### src/rtl/dmem_arbiter_pkg.sv
// Shared types and constants for the data-memory arbiter.
// Word-index helper keeps byte-to-word conversion in one place.
package dmem_pkg;

  typedef enum logic [1:0] {
    IDLE   = 2'd0,
    ACCESS = 2'd1,
    RESP   = 2'd2
  } state_t;

  localparam int PORT_CPU  = 0;
  localparam int PORT_DMA  = 1;
  localparam int NUM_PORTS = 2;

  // Byte address to word index, zero-extended, no wrap.
  function automatic logic [31:0] word_index(input logic [31:0] byte_addr);
    return {2'b00, byte_addr[31:2]};
  endfunction

endpackage

### src/rtl/dmem_arbiter_if.sv
// Requester-side req/gnt bus for one arbiter port.
// The arbiter uses the slave modport; a requester uses the master modport.
interface dmem_req_if #(parameter int DATA_W = 32);

  logic              req;
  logic              we;
  logic [31:0]       addr;
  logic [DATA_W-1:0] wdata;
  logic              gnt;
  logic              rvalid;
  logic [DATA_W-1:0] rdata;
  logic              err;

  modport master (
    output req, we, addr, wdata,
    input  gnt, rvalid, rdata, err
  );

  modport slave (
    input  req, we, addr, wdata,
    output gnt, rvalid, rdata, err
  );

endinterface

### src/rtl/dmem_arbiter_rr.sv
// Two-way round-robin arbiter; the pointer names the preferred port and
// only moves when both ports contend for a taken grant.
module rr_arbiter_2
  import dmem_pkg::*;
(
  input  logic                 clk,
  input  logic                 reset,
  input  logic [NUM_PORTS-1:0] i_req,
  input  logic                 i_advance,
  output logic [NUM_PORTS-1:0] o_gnt_onehot
);

  logic r_ptr;
  logic w_both;

  assign w_both = i_req[PORT_CPU] & i_req[PORT_DMA];

  always_comb begin
    o_gnt_onehot = i_req;
    if (w_both) begin
      o_gnt_onehot = r_ptr ? 2'b10 : 2'b01;
    end
  end

  always_ff @(posedge clk) begin
    if (reset) begin
      r_ptr <= 1'b0;
    end else if (i_advance && w_both) begin
      r_ptr <= ~r_ptr;
    end
  end

endmodule

### src/rtl/dmem_arbiter.sv
// Shares a single-port, level-sensitive data_mem between CPU (port 0) and
// DMA (port 1); one IDLE -> ACCESS -> RESP transaction at a time.
module dmem_arbiter
  import dmem_pkg::*;
#(
  parameter int MEM_SIZE = 32,
  parameter int DATA_W   = 32
) (
  input  logic              clk,
  input  logic              reset,
  dmem_req_if.slave         p0,
  dmem_req_if.slave         p1,
  output logic [31:0]       mem_address,
  output logic [DATA_W-1:0] mem_data_in,
  output logic              mem_write_enable,
  output logic              mem_read_enable,
  input  logic [DATA_W-1:0] mem_data_out
);

  state_t r_state;
  state_t w_next;

  logic [NUM_PORTS-1:0] w_req;
  logic [NUM_PORTS-1:0] w_gnt_oh;
  logic                 w_take;
  logic                 w_misal;
  logic                 w_oor;
  logic                 w_legal;

  logic              r_owner;
  logic              r_we;
  logic [31:0]       r_addr;
  logic [DATA_W-1:0] r_wdata;
  logic [DATA_W-1:0] r_rdata;
  logic              r_err;

  assign w_req   = {p1.req, p0.req};
  assign w_take  = (r_state == IDLE) && (|w_req) && !reset;
  assign w_misal = (r_addr[1:0] != 2'b00);
  assign w_oor   = (word_index(r_addr) >= 32'(MEM_SIZE));
  assign w_legal = !w_misal && !w_oor;

  rr_arbiter_2 u_rr (
    .clk          (clk),
    .reset        (reset),
    .i_req        (w_req),
    .i_advance    (w_take),
    .o_gnt_onehot (w_gnt_oh)
  );

  always_ff @(posedge clk) begin
    if (reset) begin
      r_state <= IDLE;
    end else begin
      r_state <= w_next;
    end
  end

  // Outputs are gated by reset so an aborted transaction never pulses gnt/rvalid.
  always_comb begin
    w_next           = r_state;
    p0.gnt           = 1'b0;
    p1.gnt           = 1'b0;
    p0.rvalid        = 1'b0;
    p1.rvalid        = 1'b0;
    p0.rdata         = '0;
    p1.rdata         = '0;
    p0.err           = 1'b0;
    p1.err           = 1'b0;
    mem_address      = '0;
    mem_data_in      = '0;
    mem_write_enable = 1'b0;
    mem_read_enable  = 1'b0;
    case (r_state)
      IDLE: begin
        if (w_take) begin
          w_next = ACCESS;
          p0.gnt = w_gnt_oh[PORT_CPU];
          p1.gnt = w_gnt_oh[PORT_DMA];
        end
      end
      ACCESS: begin
        w_next = RESP;
        if (w_legal && !reset) begin
          mem_address      = word_index(r_addr);
          mem_data_in      = r_wdata;
          mem_write_enable = r_we;
          mem_read_enable  = !r_we;
        end
      end
      RESP: begin
        w_next = IDLE;
        if (!reset) begin
          if (r_owner == 1'(PORT_DMA)) begin
            p1.rvalid = 1'b1;
            p1.rdata  = r_rdata;
            p1.err    = r_err;
          end else begin
            p0.rvalid = 1'b1;
            p0.rdata  = r_rdata;
            p0.err    = r_err;
          end
        end
      end
      default: w_next = IDLE;
    endcase
  end

  always_ff @(posedge clk) begin
    if (reset) begin
      r_owner <= 1'b0;
      r_we    <= 1'b0;
      r_addr  <= '0;
      r_wdata <= '0;
      r_rdata <= '0;
      r_err   <= 1'b0;
    end else begin
      if (w_take) begin
        r_owner <= w_gnt_oh[PORT_DMA];
        r_we    <= w_gnt_oh[PORT_DMA] ? p1.we    : p0.we;
        r_addr  <= w_gnt_oh[PORT_DMA] ? p1.addr  : p0.addr;
        r_wdata <= w_gnt_oh[PORT_DMA] ? p1.wdata : p0.wdata;
      end
      if (r_state == ACCESS) begin
        r_err   <= !w_legal;
        r_rdata <= (w_legal && !r_we) ? mem_data_out : '0;
      end
    end
  end

endmodule

### src/flat_wrapper.sv
// flat-port wrapper written by rule: the top's interface ports become plain ports
module dmem_arbiter_flat import dmem_pkg::*;
#(
  parameter int MEM_SIZE = 32,
  parameter int DATA_W   = 32
)
  (clk, reset, mem_address, mem_data_in, mem_write_enable, mem_read_enable, mem_data_out, p0_req, p0_we, p0_addr, p0_wdata, p0_gnt, p0_rvalid, p0_rdata, p0_err, p1_req, p1_we, p1_addr, p1_wdata, p1_gnt, p1_rvalid, p1_rdata, p1_err);
  dmem_req_if #(.DATA_W(DATA_W)) p0_i ();
  dmem_req_if #(.DATA_W(DATA_W)) p1_i ();
  input  logic clk;
  input  logic reset;
  output logic [31:0] mem_address;
  output logic [DATA_W-1:0] mem_data_in;
  output logic mem_write_enable;
  output logic mem_read_enable;
  input  logic [DATA_W-1:0] mem_data_out;
  input wire logic [$bits(p0_i.req)-1:0] p0_req;
  input wire logic [$bits(p0_i.we)-1:0] p0_we;
  input wire logic [$bits(p0_i.addr)-1:0] p0_addr;
  input wire logic [$bits(p0_i.wdata)-1:0] p0_wdata;
  output wire logic [$bits(p0_i.gnt)-1:0] p0_gnt;
  output wire logic [$bits(p0_i.rvalid)-1:0] p0_rvalid;
  output wire logic [$bits(p0_i.rdata)-1:0] p0_rdata;
  output wire logic [$bits(p0_i.err)-1:0] p0_err;
  input wire logic [$bits(p1_i.req)-1:0] p1_req;
  input wire logic [$bits(p1_i.we)-1:0] p1_we;
  input wire logic [$bits(p1_i.addr)-1:0] p1_addr;
  input wire logic [$bits(p1_i.wdata)-1:0] p1_wdata;
  output wire logic [$bits(p1_i.gnt)-1:0] p1_gnt;
  output wire logic [$bits(p1_i.rvalid)-1:0] p1_rvalid;
  output wire logic [$bits(p1_i.rdata)-1:0] p1_rdata;
  output wire logic [$bits(p1_i.err)-1:0] p1_err;
  assign p0_i.req = p0_req;
  assign p0_i.we = p0_we;
  assign p0_i.addr = p0_addr;
  assign p0_i.wdata = p0_wdata;
  assign p0_gnt = p0_i.gnt;
  assign p0_rvalid = p0_i.rvalid;
  assign p0_rdata = p0_i.rdata;
  assign p0_err = p0_i.err;
  assign p1_i.req = p1_req;
  assign p1_i.we = p1_we;
  assign p1_i.addr = p1_addr;
  assign p1_i.wdata = p1_wdata;
  assign p1_gnt = p1_i.gnt;
  assign p1_rvalid = p1_i.rvalid;
  assign p1_rdata = p1_i.rdata;
  assign p1_err = p1_i.err;
  dmem_arbiter #(.MEM_SIZE(MEM_SIZE), .DATA_W(DATA_W)) u_core (.clk(clk), .reset(reset), .p0(p0_i), .p1(p1_i), .mem_address(mem_address), .mem_data_in(mem_data_in), .mem_write_enable(mem_write_enable), .mem_read_enable(mem_read_enable), .mem_data_out(mem_data_out));
endmodule
### config.mk
export PLATFORM = sky130hd
export DESIGN_NAME = dmem_arbiter_flat
export DESIGN_NICKNAME = d
export VERILOG_FILES = /design/src/rtl/dmem_arbiter_pkg.sv /design/src/rtl/dmem_arbiter_if.sv /design/src/rtl/dmem_arbiter_rr.sv /design/src/rtl/dmem_arbiter.sv /design/src/flat_wrapper.sv
export SDC_FILE = /design/constraint.sdc
export NUM_CORES = 1
export LEC_CHECK = 0
export CAP_MARGIN = 20
export CORE_AREA = 2 2 117 119
export CTS_BUF_LIST = sky130_fd_sc_hd__clkbuf_8
export CTS_CLUSTER_SIZE = 28
export DETAILED_ROUTE_END_ITERATION = 6
export DIE_AREA = 0 0 119 121
export MAX_ROUTING_LAYER = met4
export PLACE_DENSITY_LB_ADDON = 0.3
export SLEW_MARGIN = 10
export SYNTH_ARGS = -nofsm -noshare
export SYNTH_HDL_FRONTEND = slang
export SYNTH_HIERARCHICAL = 1
export SYNTH_SLANG_ARGS = --single-unit
### constraint.sdc
create_clock -name clk -period 5.7 [get_ports clk]
set_clock_uncertainty 0.05 [all_clocks]
set_input_delay 1.14 -clock clk [delete_from_list [all_inputs] [get_ports clk]]
set_output_delay 1.14 -clock clk [all_outputs]
set_load 0.005 [all_outputs]
Word-level counts from Yosys, hierarchy flattened --
Index checks and enable logic that the tools add are counted.
Storage, ports and cells: bits in registers 102, input bits 166, word-level logic and storage cells 66
Cells by class: $lt $le $gt $ge 1, equal/unequal tests 3, mux-type cells 38, bitwise logic cells 2, reduce and logical (&&, ||, !) cells 14
Operator list (number):
- $mux 32 | 12
- $ge 30x6->1 const B | 1
- $mux 30 | 1
- $mux 1 | 21
- $logic_and 1x1->1 | 6
- $mux 2 | 3
- $logic_not 1->1 | 5
- $pmux 2 s2 | 1
- $eq 2x1->1 const B | 1
- $eq 2x2->1 const B | 1
- $logic_not 2->1 | 1
- $ne 2x2->1 const B | 1
- $reduce_bool 2->1 | 1
- $reduce_or 2->1 | 1
- $and 1x1->1 | 1
- $not 1->1 | 1

Logic depth before layout (Yosys ltp) --
Gate-level depths: netlist (run 1).
word-level depth 6, depth in mapped cells 7, gate-level depth less buffers 4

Hierarchy --
Netlist (run 1), hierarchy kept.
By module, submodules not included:
- dmem_arbiter | times used 1, cells an instance 536, area each 4998.5 µm², seq. area each 2021.9 µm²
- rr_arbiter_2 | times used 1, cells an instance 8, area each 70.1 µm², seq. area each 20.0 µm²

Least setup slack after synthesis (run 1) --
Ideal clock, no wire load.
path type input -> output, start input port reset, end output port mem_address[0], arrival 2.247 ns, data required time 4.510 ns, path slack 2.263 ns, stages on the path 6, path buffers 3, cells stage by stage clkbuf_1 > nand2b_2 > nor3_1 > buf_2 > buf_4 > and2_1
Between the ends: word-level cells in the longest chain between the ends 4
RTL lines:
- from (decl) | RTL line flat_wrapper.sv:11 | input logic reset;
- $logic_not 1->1 | RTL line dmem_arbiter.sv:84 | if (w_legal && !reset) begin
- $logic_and 1x1->1 | RTL line dmem_arbiter.sv:84
- $mux 30 | RTL line dmem_arbiter.sv:84
- $mux 32 | RTL line dmem_arbiter.sv:74 | case (r_state)
- to (decl) | RTL line flat_wrapper.sv:12 | output logic [31:0] mem_address;
Every way passes these cells.

Worst setup path in the final report (run 1) --
start input port reset, end output port mem_write_enable
Between the ends: word-level cells in the longest chain between the ends 4
RTL lines:
- $logic_not 1->1 | RTL line dmem_arbiter.sv:84
- $logic_and 1x1->1 | RTL line dmem_arbiter.sv:84
- $mux 1 | RTL line dmem_arbiter.sv:84
- $mux 1 | RTL line dmem_arbiter.sv:74
- to (decl) | RTL line flat_wrapper.sv:14 | output logic mem_write_enable;
Every way passes these cells.

==> results, run 1 <==
- The post-CTS setup repair buffer count is 0.
- The type of the setup path with the least slack is in2out.
- The count of input and output buffers is approximately 270.
- The signal on the critical path passes through buf_2 > nand2b_2 > nor3_2 > buf_4 > and2_1 > clkdlybuf4s50_1.
- In the final routed layout, each cell accounts on average for around 15 um.
- The number of top-level pins is ~300.
- The worst setup path is captured at a primary output.
- The number of cells on the worst reg-to-reg path is 5.
- The number of placed instances, taps included, is roughly 960.
- The number of storage elements in the synthesis netlist is ~100.
- Headroom to the max-slew limit came out at 28.0%.
- In the routed layout, each cell is associated on average with a via count of 4.82.
- The run finished with clean final reports.
- The synthesized design devotes to its leading area cell type between 40 and 50% of total area.
- The max-slew violation total from the final report is 0.
- Setup total negative slack on the finished layout was measured at 0 ps.
- Max-cap violations in this run came to 0.
- The min-delay analysis places its worst path in the category reg2reg.
- The hold buffer count at cts is 0.
- The CTS H-tree depth is 3.
- The area taken by flip-flops and latches is roughly 0.0020 mm2.
- The core region is approximately 0.013 mm2.
- The tree built by TritonCTS fans out to between 100 and 150 sinks.
- The switching share of power is 26.1%.
- The number of global-route vias before repair is between 4000 and 5000.
- In this run, distinct cell masters in the synthesized netlist total 26.
- The internal portion of total power is approximately 1.1 mW.
- The worst path uses 75.6% of the clock period.
- The largest net degree at the start of global routing is 74.
- The count of fill cells added during filler insertion is 1104.
- After detailed routing, the met3 layer carries about 1.0 mm of wire.
- Registers are responsible for between 50% and 60% of the overall power.
- The count of nets left with antenna violations once routing finished came out at 0.
- For the worst setup path, the data arrival time is 3120 ps.
- The ratio of total power to cell area is 194 mW/mm2.
- The highest clock frequency the design can meet is between 200 and 250 MHz.
- The number of warning messages in the yosys log is 6.
- Setup repair after global routing left no endpoint under its margin.
- The switching power is roughly 0.40 mW.
- The total global routing overflow is 0.
- The multi-input combinational cell area is about 0.0027 mm2.
- The register-to-register path setup slack is approximately 3300 ps.
- Detailed routing placed a total of between 7 and 8 mm of wire on met2.
- The cell count after synthesis came out at approximately 540.
- The initial antenna violation count came to 0.
- The total clock buffers created by CTS is 9.
- sky130_fd_sc_hd__dfxtp_1 takes more of the synthesized area than any other cell.
- The top cell types in the final layout, fill and taps aside, are sky130_fd_sc_hd__clkdlybuf4s50_1, sky130_fd_sc_hd__and2_1, sky130_fd_sc_hd__dfxtp_1.
- Cells with a size suffix above 1 make up 4.52% of the layout.
- The time the worst path needs with I/O delays and setup is between 4000 and 5000 ps.
- TritonCTS built the clock tree.
- At the worst endpoint, the required time is 4510 ps.
- The number of hold-slack violations in the final timing report came to 0.
- The largest individual stage delay along the critical path comes from the cell sky130_fd_sc_hd__clkdlybuf4s50_1.
- For the pin with the worst max-slew slack, the measured transition is about 1100 ps.
- The half-perimeter wire length after detailed placement is 11.1 mm.
- After detailed routing, the number of remaining DRC violations is 0.
- The cell sitting at the root of the clock tree is a sky130_fd_sc_hd__clkbuf_8.
- After clock tree synthesis, the clock-pin slew on the worst setup and hold paths is approximately 80 ps.
- The net count of the finished layout is around 960.
- The worst IR drop on VDD is about 0.11 mV.
- The share of synthesized area occupied by flip-flops and latches is between 40% and 50%.
- The library cell used most frequently in the layout, excluding fill and tap cells, is sky130_fd_sc_hd__clkdlybuf4s50_1.
- After detailed routing, the wire length on met1 is ~6 mm.
- After floorplanning, the core was divided into 42 placement rows.
- The highest fanout seen on the critical path is 38.
- Relative to the synthesized area, the layout overhead comes to 57.7%.
- The mean post-synth cell area is 9.32 um2.
- The number of search-and-repair iterations in the first detailed-routing pass is 4.
- For this configuration, the core starts out at a cell density of slightly below 40%.
- The combinational fraction of design power is 19.2%.
- The worst register-to-register path begins at u_core/r_state[0]$_SDFFE_PP0P_.
- The number of gates resized after CTS was 0.
- The total length of routed wires is 14.8 mm.
- By area the synthesized netlist is led by sky130_fd_sc_hd__dfxtp_1, sky130_fd_sc_hd__and2_1, sky130_fd_sc_hd__mux2i_1.
- Setup violations remaining at the end of the flow were counted as 0.
- The type of origin of the critical path is an input pin.
- The number of DRC markers in iteration 0 is about 170.
- The die footprint is between 0.01 and 0.015 mm2.
- The analysis attributes to cell leakage a power of about 3 nW.
- The cell count along the critical path is 6.
- The first global-routing pass estimated around 23 mm of wire.
- In this run the vertical extent of the chip is between 100 and 150 um.
- The combined buffer and inverter count along the critical path is 3.
- The worst stage delay on the critical path is 550 ps.
- The fraction of power consumed by the clock network is ~30%.
- The clock insertion delay at the later pin of the skew report is 380 ps.
- The critical path capture point is mem_write_enable.
- The mapped cell area is 0.00507 mm2.
- After the flow finishes, the layout carries non-filler instances totaling roughly 970.
- The global placer's final weighted congestion is a little over 0.8.
- The longest clock path from root to sink contains 2 buffers.
- The launch point of the critical path is reset.
- Broken down by cell family, the worst path's largest delay share belongs to buffers and inverters.
- In this run the critical register-to-register path is captured at u_core/u_rr/r_ptr$_SDFFE_PP0P_.
- The highest metal layer with signal wires is met4.
- The overall routing resource usage is roughly 21%.
- The die is between 100 and 150 um wide.
- The routed via count is between 4000 and 5000.
- The number of antenna diodes is 0.
[cells in the mapped netlist]
library cell                 n
sky130_fd_sc_hd__and2_1    106
sky130_fd_sc_hd__nand2b_2    1
sky130_fd_sc_hd__nor4b_2     1
sky130_fd_sc_hd__nand3_1     2
sky130_fd_sc_hd__dfxtp_1   102
sky130_fd_sc_hd__a21boi_0    2
sky130_fd_sc_hd__nor4_2      2
sky130_fd_sc_hd__a211oi_1   66
sky130_fd_sc_hd__nor3_1      2
sky130_fd_sc_hd__nand2_1     1
sky130_fd_sc_hd__clkbuf_1   25
sky130_fd_sc_hd__mux2i_1    66
sky130_fd_sc_hd__inv_1       2
sky130_fd_sc_hd__nor2_1     71
sky130_fd_sc_hd__a22o_1     32
sky130_fd_sc_hd__and4bb_2    1
sky130_fd_sc_hd__or4_1       1
sky130_fd_sc_hd__nor4_1      6
sky130_fd_sc_hd__nor4_4      2
sky130_fd_sc_hd__buf_4      29
sky130_fd_sc_hd__nand4_1     1
sky130_fd_sc_hd__mux2_4      1
sky130_fd_sc_hd__and2b_1     2
sky130_fd_sc_hd__conb_1      1
sky130_fd_sc_hd__buf_6       3
sky130_fd_sc_hd__buf_2      16
[power by group through the flow]
stage	logic [mW]	registers, mW	clock network [mW]
floorplan	0.166	0.792	0
global placement	0.290	0.800	0
detailed placement	0.299	0.802	0
CTS	0.299	0.786	0.479
global route	0.327	0.792	0.506
finish	0.297	0.786	0.465
[metrics by stage]
step                      cell area, um2  setup slack (ps)  utilization, %  power (mW)  hold slack [ps]
after floorplan                     5170              2260               -       0.958              405
after global placement              7790              1390            59.6        1.09              419
after detailed placement            7790              1360            59.6        1.10              422
after CTS                           7990              1350            61.1        1.56              448
after global routing                7990              1250            61.1        1.62              462
final                               7990              1390            61.1        1.55              442
[worst min-delay path by stage]
stage	start	endpoint	slack (ps)	cells after the start
finish	u_core/r_rdata[19]$_SDFFE_PP0P_	u_core/r_rdata[19]$_SDFFE_PP0P_	440	1
CTS	u_core/r_rdata[19]$_SDFFE_PP0P_	u_core/r_rdata[19]$_SDFFE_PP0P_	450	1
global placement	u_core/r_rdata[5]$_SDFFE_PP0P_	u_core/r_rdata[5]$_SDFFE_PP0P_	420	1
global route	u_core/r_rdata[2]$_SDFFE_PP0P_	u_core/r_rdata[2]$_SDFFE_PP0P_	460	1
detailed placement	u_core/r_rdata[19]$_SDFFE_PP0P_	u_core/r_rdata[19]$_SDFFE_PP0P_	420	1
floorplan	u_core/r_rdata[0]$_SDFFE_PP0P_	u_core/r_rdata[0]$_SDFFE_PP0P_	410	1
[layer usage]
layer / track usage (%) / up-vias
met1: 23.2 / 2124
li1: - / 2349
met5: - / -
met4: 6.40 / 0
met3: 5.12 / 16
met2: 36.1 / 196
[sequential cells by signal, indices dropped and copies added, names as in the netlist]
register           cells
u_core/r_wdata        32
u_core/u_rr/r_ptr      1
u_core/r_rdata        32
u_core/r_addr         32
u_core/r_err           1
u_core/r_we            1
u_core/r_state         2
u_core/r_owner         1
[cell families (layout without fill, tap and decap cells)]
logic type / after synthesis / count (layout) / synth area share [%]
other: 1 / 27 / 0.0740
AO/OA/AOI/OAI: 100 / 100 / 15.6
AND/OR/NAND/NOR: 199 / 199 / 22.2
flip-flops: 102 / 102 / 40.3
multiplexers: 67 / 67 / 13.3
buffers and inverters: 75 / 301 / 8.54
[area by class of cell]
type                       instances  share of cell area, %
tap                              176                   2.76
inverter                           2                 0.0939
sequential                       102                   25.5
clock buffer                      10                   1.72
multi-input combinational        393                   34.0
clock inverter                     6                  0.767
timing repair buffer             283                   35.1
No activity file was read; power rests on OpenSTA's default activity.
==> run 2: changes to the inputs <==
- CORE_AREA: 2 2 117 119 -> 2 2 118 120
- DIE_AREA: 0 0 119 121 -> 0 0 120 122
- clock period: 5.7 -> 4.5 ns (I/O delays scaled with it)
==> run 2 against run 1 <==
Core utilization fell by 1.7 points; sequential share of layout area fell by 0.10 points; clock power rose by 41%; combinational power up 27%; total power is 31% higher; worst hold slack better by 5.8 ps; sequential power is 27% higher; critical endpoint is now mem_data_in[4]; largest cell class unchanged; highest routed layer unchanged.
==> results, run 2 (same netlist as run 1, synthesis figures left out) <==
- Traced cell by cell, the critical path runs through buf_2 > nand2b_2 > nor3_2 > buf_4 > and2_1 > clkdlybuf4s50_1.
- In the layout the commonest cells are sky130_fd_sc_hd__clkdlybuf4s50_1, sky130_fd_sc_hd__and2_1, sky130_fd_sc_hd__dfxtp_1.
- The total global routing overflow is 0 (unchanged).
- The count of input and output buffers came to 274 (unchanged).
- The number of top-level pins is 302 (unchanged).
- TritonCTS built the clock tree.
- The part of the total power dissipated in sequential elements is 49.1% (-1.7 points).
- The post-CTS setup repair buffer count came to 0 (unchanged).
- The worst flop-to-flop path startpoint is u_core/u_rr/r_ptr$_SDFFE_PP0P_.
- The library cell used most frequently in the layout, excluding fill and tap cells, is sky130_fd_sc_hd__clkdlybuf4s50_1.
- The number of core rows was 43 (+2.4%).
- The global placer's final weighted congestion was 0.753 (-9.2%).
- The worst setup path is launched from an input pin.
- The total placed cells including tap cells is 959 (+0.31%).
- The hold buffer count at cts came to 0 (unchanged).
- The vias per cell is 4.71 (-2.3%).
- The worst slew margin relative to its limit is 25.8% (-2.2 points).
- The number of search-and-repair iterations in the first detailed-routing pass came to 4 (unchanged).
- The combinational fraction of design power is 18.5% (-0.7 points).
- The kind of capture point of the worst setup path is a primary output.
- The worst setup slack before clock tree synthesis is 840 ps (-521 ps).
- The max-slew violation total from the final report is 0 (unchanged).
- The post-cts repair resize count came to 0 (unchanged).
- The total power is 2.03 mW (+31%).
- The core region area was 0.0135 mm2 (+3.2%).
- The count of final setup violators is 0 (unchanged).
- The internal portion of total power came to 1.52 mW (+33%).
- The max-cap check violation count came to 0 (unchanged).
- The initial core utilization came to 37.5% (-1.2 points).
- The number of DRC markers in iteration 0 is 181 (+9.0%).
- The largest net degree at the start of global routing is 76 (+2.7%).
- The number of clock sinks seen by CTS is 102 (unchanged).
- The clock insertion delay at the later pin of the skew report is 360 ps (-20 ps).
- The fraction of power consumed by the clock network is 32.3% (+2.2 points).
- The overall routing resource usage came to 19.6% (-1.0 points).
- The die boundary width was 120 um (+0.84%).
- The total leakage power came to 3.01 nW (+0.28%).
- The highest fanout seen on the critical path is 38 (unchanged).
- From synthesis to final layout, the design area changed by 58.3%.
- The number of global-route vias before repair is 4380 (-5.8%).
- The area taken by flip-flops and latches is 0.00204 mm2 (unchanged).
- The ratio of total power to cell area is 253 mW/mm2 (+31%).
- The worst setup path is of the in2out kind.
- The min-delay analysis places its worst path in the category reg2reg.
- Based on the critical path, the design can be clocked at up to about 270 MHz.
- The routed via count is 4593 (-2.0%).
- The deepest clock path buffer count came to 2 (unchanged).
- The slew at the pin closest to its max-slew limit is 1110 ps (+33.5 ps).
- The vertical die dimension is 122 um (+0.83%).
- The post-route fraction of the period consumed by the critical path is 81.0%.
- The startpoint identified for the worst hold timing path is u_core/r_wdata[14]$_SDFFE_PP0P_.
- The switching share of power is 25.0% (-1.1 points).
- The worst stage delay on the critical path was 510 ps (-40 ps).
- The share of layout cells above drive strength 1 is 4.40% (-0.12 points).
- The launch point of the critical path is reset.
- The CTS H-tree depth is 3 (unchanged).
- The setup slack of the critical path after layout is 853 ps (-539 ps).
- The switching power is 0.509 mW (+26%).
- The number of antenna diodes came to 0 (unchanged).
- The initial antenna violation count came to 0 (unchanged).
- The multi-input combinational cell area is 0.00272 mm2 (unchanged).
- The largest registers in the layout are u_core/r_addr x32, u_core/r_rdata x32, u_core/r_wdata x32.
- The detail-routed net length per standard cell was 15.0 um (-1.3%).
- The final sum of negative setup slack is 0 ps (unchanged).
- The number of hold-slack violations in the final timing report was 0 (unchanged).
- Setup repair after global routing left no endpoint under its margin.
- The run finished with clean final reports.
- The count of antenna-violating nets left after detailed routing was 0 (unchanged).
- The arrival time at the worst endpoint is 2700 ps (-420 ps).
- The die footprint is 0.0146 mm2 (+1.7%).
- The total length of routed wires is 14.6 mm (-1.0%).
- The worst IR drop on VDD was 0.135 mV (+28%).
- The remaining design rule violation count came to 0 (unchanged).
- The clock transition at the registers of the reported paths is 90 ps (about the same).
- The clock root buffer is sky130_fd_sc_hd__clkbuf_8.
- The post-layout net count is 956 (-0.10%).
- The non-filler instance count after layout is 975 (+0.31%).
- The first-pass GRT wire length is 21.9 mm (-4.8%).
- The cell with the largest stage delay on the worst path is sky130_fd_sc_hd__clkdlybuf4s50_1.
- The count of fill cells added during filler insertion is 1161 (+5.2%).
- Subtracting the final worst setup slack from the clock period gives 3650 ps.
- The half-perimeter wire length after detailed placement was 11.0 mm (-0.82%).
- The worst path required time is 3550 ps (-960 ps).
- The total clock buffers created by CTS was 9 (unchanged).
run 2: through the flow:
| stage | hold WS (ps) | util, % | area [um2] |
|---|---|---|---|
| 2_1_floorplan | 405 | - | 5170 |
| 3_3_place_gp | 418 | 57.7 | 7790 |
| 3_5_place_dp | 424 | 57.7 | 7790 |
| 4_1_cts | 452 | 59.4 | 8020 |
| 5_1_grt | 472 | 59.4 | 8020 |
| 6_report | 448 | 59.4 | 8020 |
run 2: per-layer routing:
metal  GRT usage (%)  share of wire (%)  vias to the layer above
li1                -                  -                     2345
met1            22.3                 42                     2055
met2            34.8                 51                      183
met3            3.65                6.2                       10
met4            6.18                1.1                        0
met5               -                  0                        -
run 2: layout make-up:
type	count	share of cell area, %
clock buffers	11	1.89
multi-input cells	393	33.9
well taps	180	2.81
repair buffers	282	34.9
clock inverters	5	1.01
inverters	2	0.0936
flip-flops and latches	102	25.4
run 2: worst paths after layout:
kind / end / slack [ps] / depth (start not counted)
worst min register to register: u_core/r_wdata[14]$_SDFFE_PP0P_ / 450 / 2
worst max register to register: u_core/r_addr[9]$_SDFFE_PP0P_ / 2360 / 5
worst min-delay path: u_core/r_wdata[14]$_SDFFE_PP0P_ / 450 / 2
worst max-delay path: mem_data_in[4] / 850 / 6
run 2: worst max-delay path, delay by kind of cell:
family / cells / cell delay, ps
buffers and inverters: 3 / 1090
and+or+nand+nor: 3 / 680
run 2: power groups by stage:
| stage | Sequential, mW | Clock (mW) | Combinational, mW |
|---|---|---|---|
| 2_1_floorplan | 1.00 | 0 | 0.211 |
| 3_3_place_gp | 1.02 | 0 | 0.366 |
| 3_5_place_dp | 1.02 | 0 | 0.377 |
| 4_1_cts | 0.997 | 0.679 | 0.377 |
| 5_1_grt | 1.00 | 0.711 | 0.412 |
| 6_report | 0.998 | 0.657 | 0.376 |
==> run 3: changes to the inputs <==
- CORE_AREA: 2 2 118 120 -> not set
- CORE_UTILIZATION: not set -> 35
- DIE_AREA: 0 0 120 122 -> not set
- clock period: 4.5 -> 3.2 ns (I/O delays scaled with it)
==> run 3 against run 2 <==
Critical path depth decreased by 1; flip-flop and latch count unchanged; worst setup slack got worse by 710 ps; final area increased by 0.64%; sequential power increased by 41%; final cell count increased by 0.41%; highest routed layer unchanged.
==> results, run 3 (same netlist as run 1, synthesis figures left out) <==
- The final sum of negative setup slack is 0 ps (unchanged).
- The number of hold-slack violations in the final timing report is 0 (unchanged).
- The cell count of the worst hold path is 1 (-1).
- The clock insertion delay at the later pin of the skew report is 360 ps (about the same).
- The ratio of total power to cell area was 343 mW/mm2 (+35%).
- The count of final setup violators came to 0 (unchanged).
- The max-cap check violation count is 0 (unchanged).
- The vias per cell is 4.75 (+0.89%).
- The total clock buffers created by CTS was 9 (unchanged).
- TritonCTS built the clock tree.
- The library cell used most frequently in the layout, excluding fill and tap cells, is sky130_fd_sc_hd__clkdlybuf4s50_1.
- The worst slew margin relative to its limit came to 53.5% (+28 points).
- The hold slack is 446 ps (-1.80 ps).
- The first-pass GRT wire length is 22.9 mm (+5.0%).
- The count of cells along the worst register-to-register path came to 6 (+1).
- The layout-stage area growth over the synthesis result is 59.3%.
- The worst hold path belongs to the class reg2reg.
- The number of global-route vias before repair was 4697 (+7.2%).
- Static timing analysis puts the maximum clock frequency at approximately 330 MHz.
- In the final layout, the registers with the most flip-flops are u_core/r_addr x32, u_core/r_rdata x32, u_core/r_wdata x32.
- The total placed cells including tap cells is 962 (+0.31%).
- The slew at the pin closest to its max-slew limit is 698 ps (-415 ps).
- The final core utilization came to 57.7% (-1.7 points).
- The detail-routed net length per standard cell came to 15.1 um (+0.74%).
- The number of search-and-repair iterations in the first detailed-routing pass is 4 (unchanged).
- The global placer's final weighted congestion is 0.727 (-3.5%).
- The number of core rows is 43 (unchanged).
- The arrival time at the worst endpoint is 2370 ps (-330 ps).
- The total leakage power is 3.04 nW (+1.1%).
- The type of origin of the critical path is a flip-flop.
- The highest fanout seen on the critical path is 3 (-92%).
- The count of antenna-violating nets left after detailed routing is 0 (unchanged).
- The number of clock sinks seen by CTS came to 102 (unchanged).
- The overall routing resource usage is 20.3% (+0.67 points).
- The non-filler instance count after layout is 979 (+0.41%).
- The number of DRC markers in iteration 0 was 197 (+8.8%).
- The number of top-level pins is 302 (unchanged).
- The number of antenna diodes came to 0 (unchanged).
- The die boundary width is 122 um (+2.0%).
- The run finished with clean final reports.
- The CTS H-tree depth is 3 (unchanged).
- The max-slew violation total from the final report came to 0 (unchanged).
- The die footprint was 0.0150 mm2 (+2.2%).
- The half-perimeter wire length after detailed placement is 11.1 mm (+0.53%).
- The worst IR drop on VDD is 0.219 mV (+62%).
- The post-route fraction of the period consumed by the critical path is around 96%.
- The time the worst path needs with I/O delays and setup is roughly 3100 ps.
- The remaining design rule violation count was 0 (unchanged).
- The clock transition at the registers of the reported paths is 100 ps (about the same).
- The total global routing overflow came to 0 (unchanged).
- The count of input and output buffers is 274 (unchanged).
- The initial core utilization was 36.2% (-1.3 points).
- The library cells used most frequently in the layout, excluding fill and tap cells, are sky130_fd_sc_hd__clkdlybuf4s50_1, sky130_fd_sc_hd__and2_1, sky130_fd_sc_hd__dfxtp_1.
- The kind of capture point of the worst setup path is a primary output.
- The largest net degree at the start of global routing was 70 (-7.9%).
- The vertical die dimension is 122 um (+0.28%).
- The total length of routed wires is 14.8 mm (+1.2%).
- The deepest clock path buffer count is 2 (unchanged).
- The hold buffer count at cts came to 0 (unchanged).
- The share of layout cells above drive strength 1 was 5.13% (+0.73 points).
- Setup repair after global routing left no endpoint under its margin.
- The post-layout net count is 960 (+0.42%).
- The worst path required time is 2510 ps (-1040 ps).
- The count of fill cells added during filler insertion is 1208 (+4.0%).
- The initial antenna violation count came to 0 (unchanged).
- The worst setup path is of the reg2out kind.
- Clock tree synthesis selected as its root buffer the cell sky130_fd_sc_hd__clkbuf_8.
- The routed via count is 4653 (+1.3%).
- The core region area came to 0.0140 mm2 (+3.6%).
==> run 3: cell count changes in the layout (fill, tap and decap cells not counted), moves of 2 or more <==
cell,previous run,this run
sky130_fd_sc_hd__nor4_2,2,0
sky130_fd_sc_hd__buf_4,8,10
sky130_fd_sc_hd__buf_12,0,2
sky130_fd_sc_hd__clkinv_2,0,2
sky130_fd_sc_hd__nor4_4,2,4
==> run 3: cell type report <==
| cell class | instances | area [um2] | area share [%] |
|---|---|---|---|
| Multi-Input combinational cell | 393 | 2750 | 34.0 |
| Sequential cell | 102 | 2040 | 25.3 |
| Timing Repair Buffer | 286 | 2850 | 35.3 |
| Tap cell | 180 | 225 | 2.79 |
| Clock buffer | 10 | 138 | 1.70 |
| Clock inverter | 6 | 61.3 | 0.759 |
| Inverter | 2 | 7.51 | 0.0930 |
==> run 3: path summary, 6_finish.rpt <==
| path | start | to | slack [ps] |
|---|---|---|---|
| worst min register to register | u_core/r_rdata[24]$_SDFFE_PP0P_ | u_core/r_rdata[24]$_SDFFE_PP0P_ | 450 |
| worst max-delay path | u_core/r_addr[15]$_SDFFE_PP0P_ | mem_read_enable | 140 |
| worst min-delay path | u_core/r_rdata[24]$_SDFFE_PP0P_ | u_core/r_rdata[24]$_SDFFE_PP0P_ | 450 |
| worst max register to register | u_core/r_addr[15]$_SDFFE_PP0P_ | u_core/r_rdata[9]$_SDFFE_PP0P_ | 1280 |
==> run 3: stage by stage <==
step | area, um2 | power [mW] | setup WS, ps
finish | 8080 | 2.77 | 138
global route | 8080 | 2.91 | 17.9
CTS | 8050 | 2.79 | 64.0
detailed placement | 7840 | 1.97 | 204
global placement | 7840 | 1.95 | 245
floorplan | 5170 | 1.71 | 763
==> run 3: where the power goes <==
part	switching (mW)	total (mW)	internal, mW
clock network	0.437	0.820	0.383
registers	0.0568	1.41	1.35
logic	0.225	0.540	0.314
total	0.720	2.77	2.05
==> run 3: per-layer routing <==
metal	up-vias	global-route usage (%)	part of all wire, %
met1	2100	22.9	41
met4	0	5.72	0.91
met2	191	36.3	51
met5	-	-	0
met3	11	3.67	6.5
li1	2351	-	-
==> run 3: critical path, stage by stage (launching register included) <==
cell and delay, ps:
sky130_fd_sc_hd__dfxtp_1 330, sky130_fd_sc_hd__nor4_1 330, sky130_fd_sc_hd__nand4_1 230, sky130_fd_sc_hd__buf_4 210, sky130_fd_sc_hd__nor4_1 290, sky130_fd_sc_hd__clkdlybuf4s50_1 620
==> run 3: timing repair <==
action	4_1_cts	5_1_grt
endpoints found under the setup margin	38	38
pin swaps	0	1
resized for setup	2	3
setup buffers	0	1
endpoints found under the hold margin	0	0
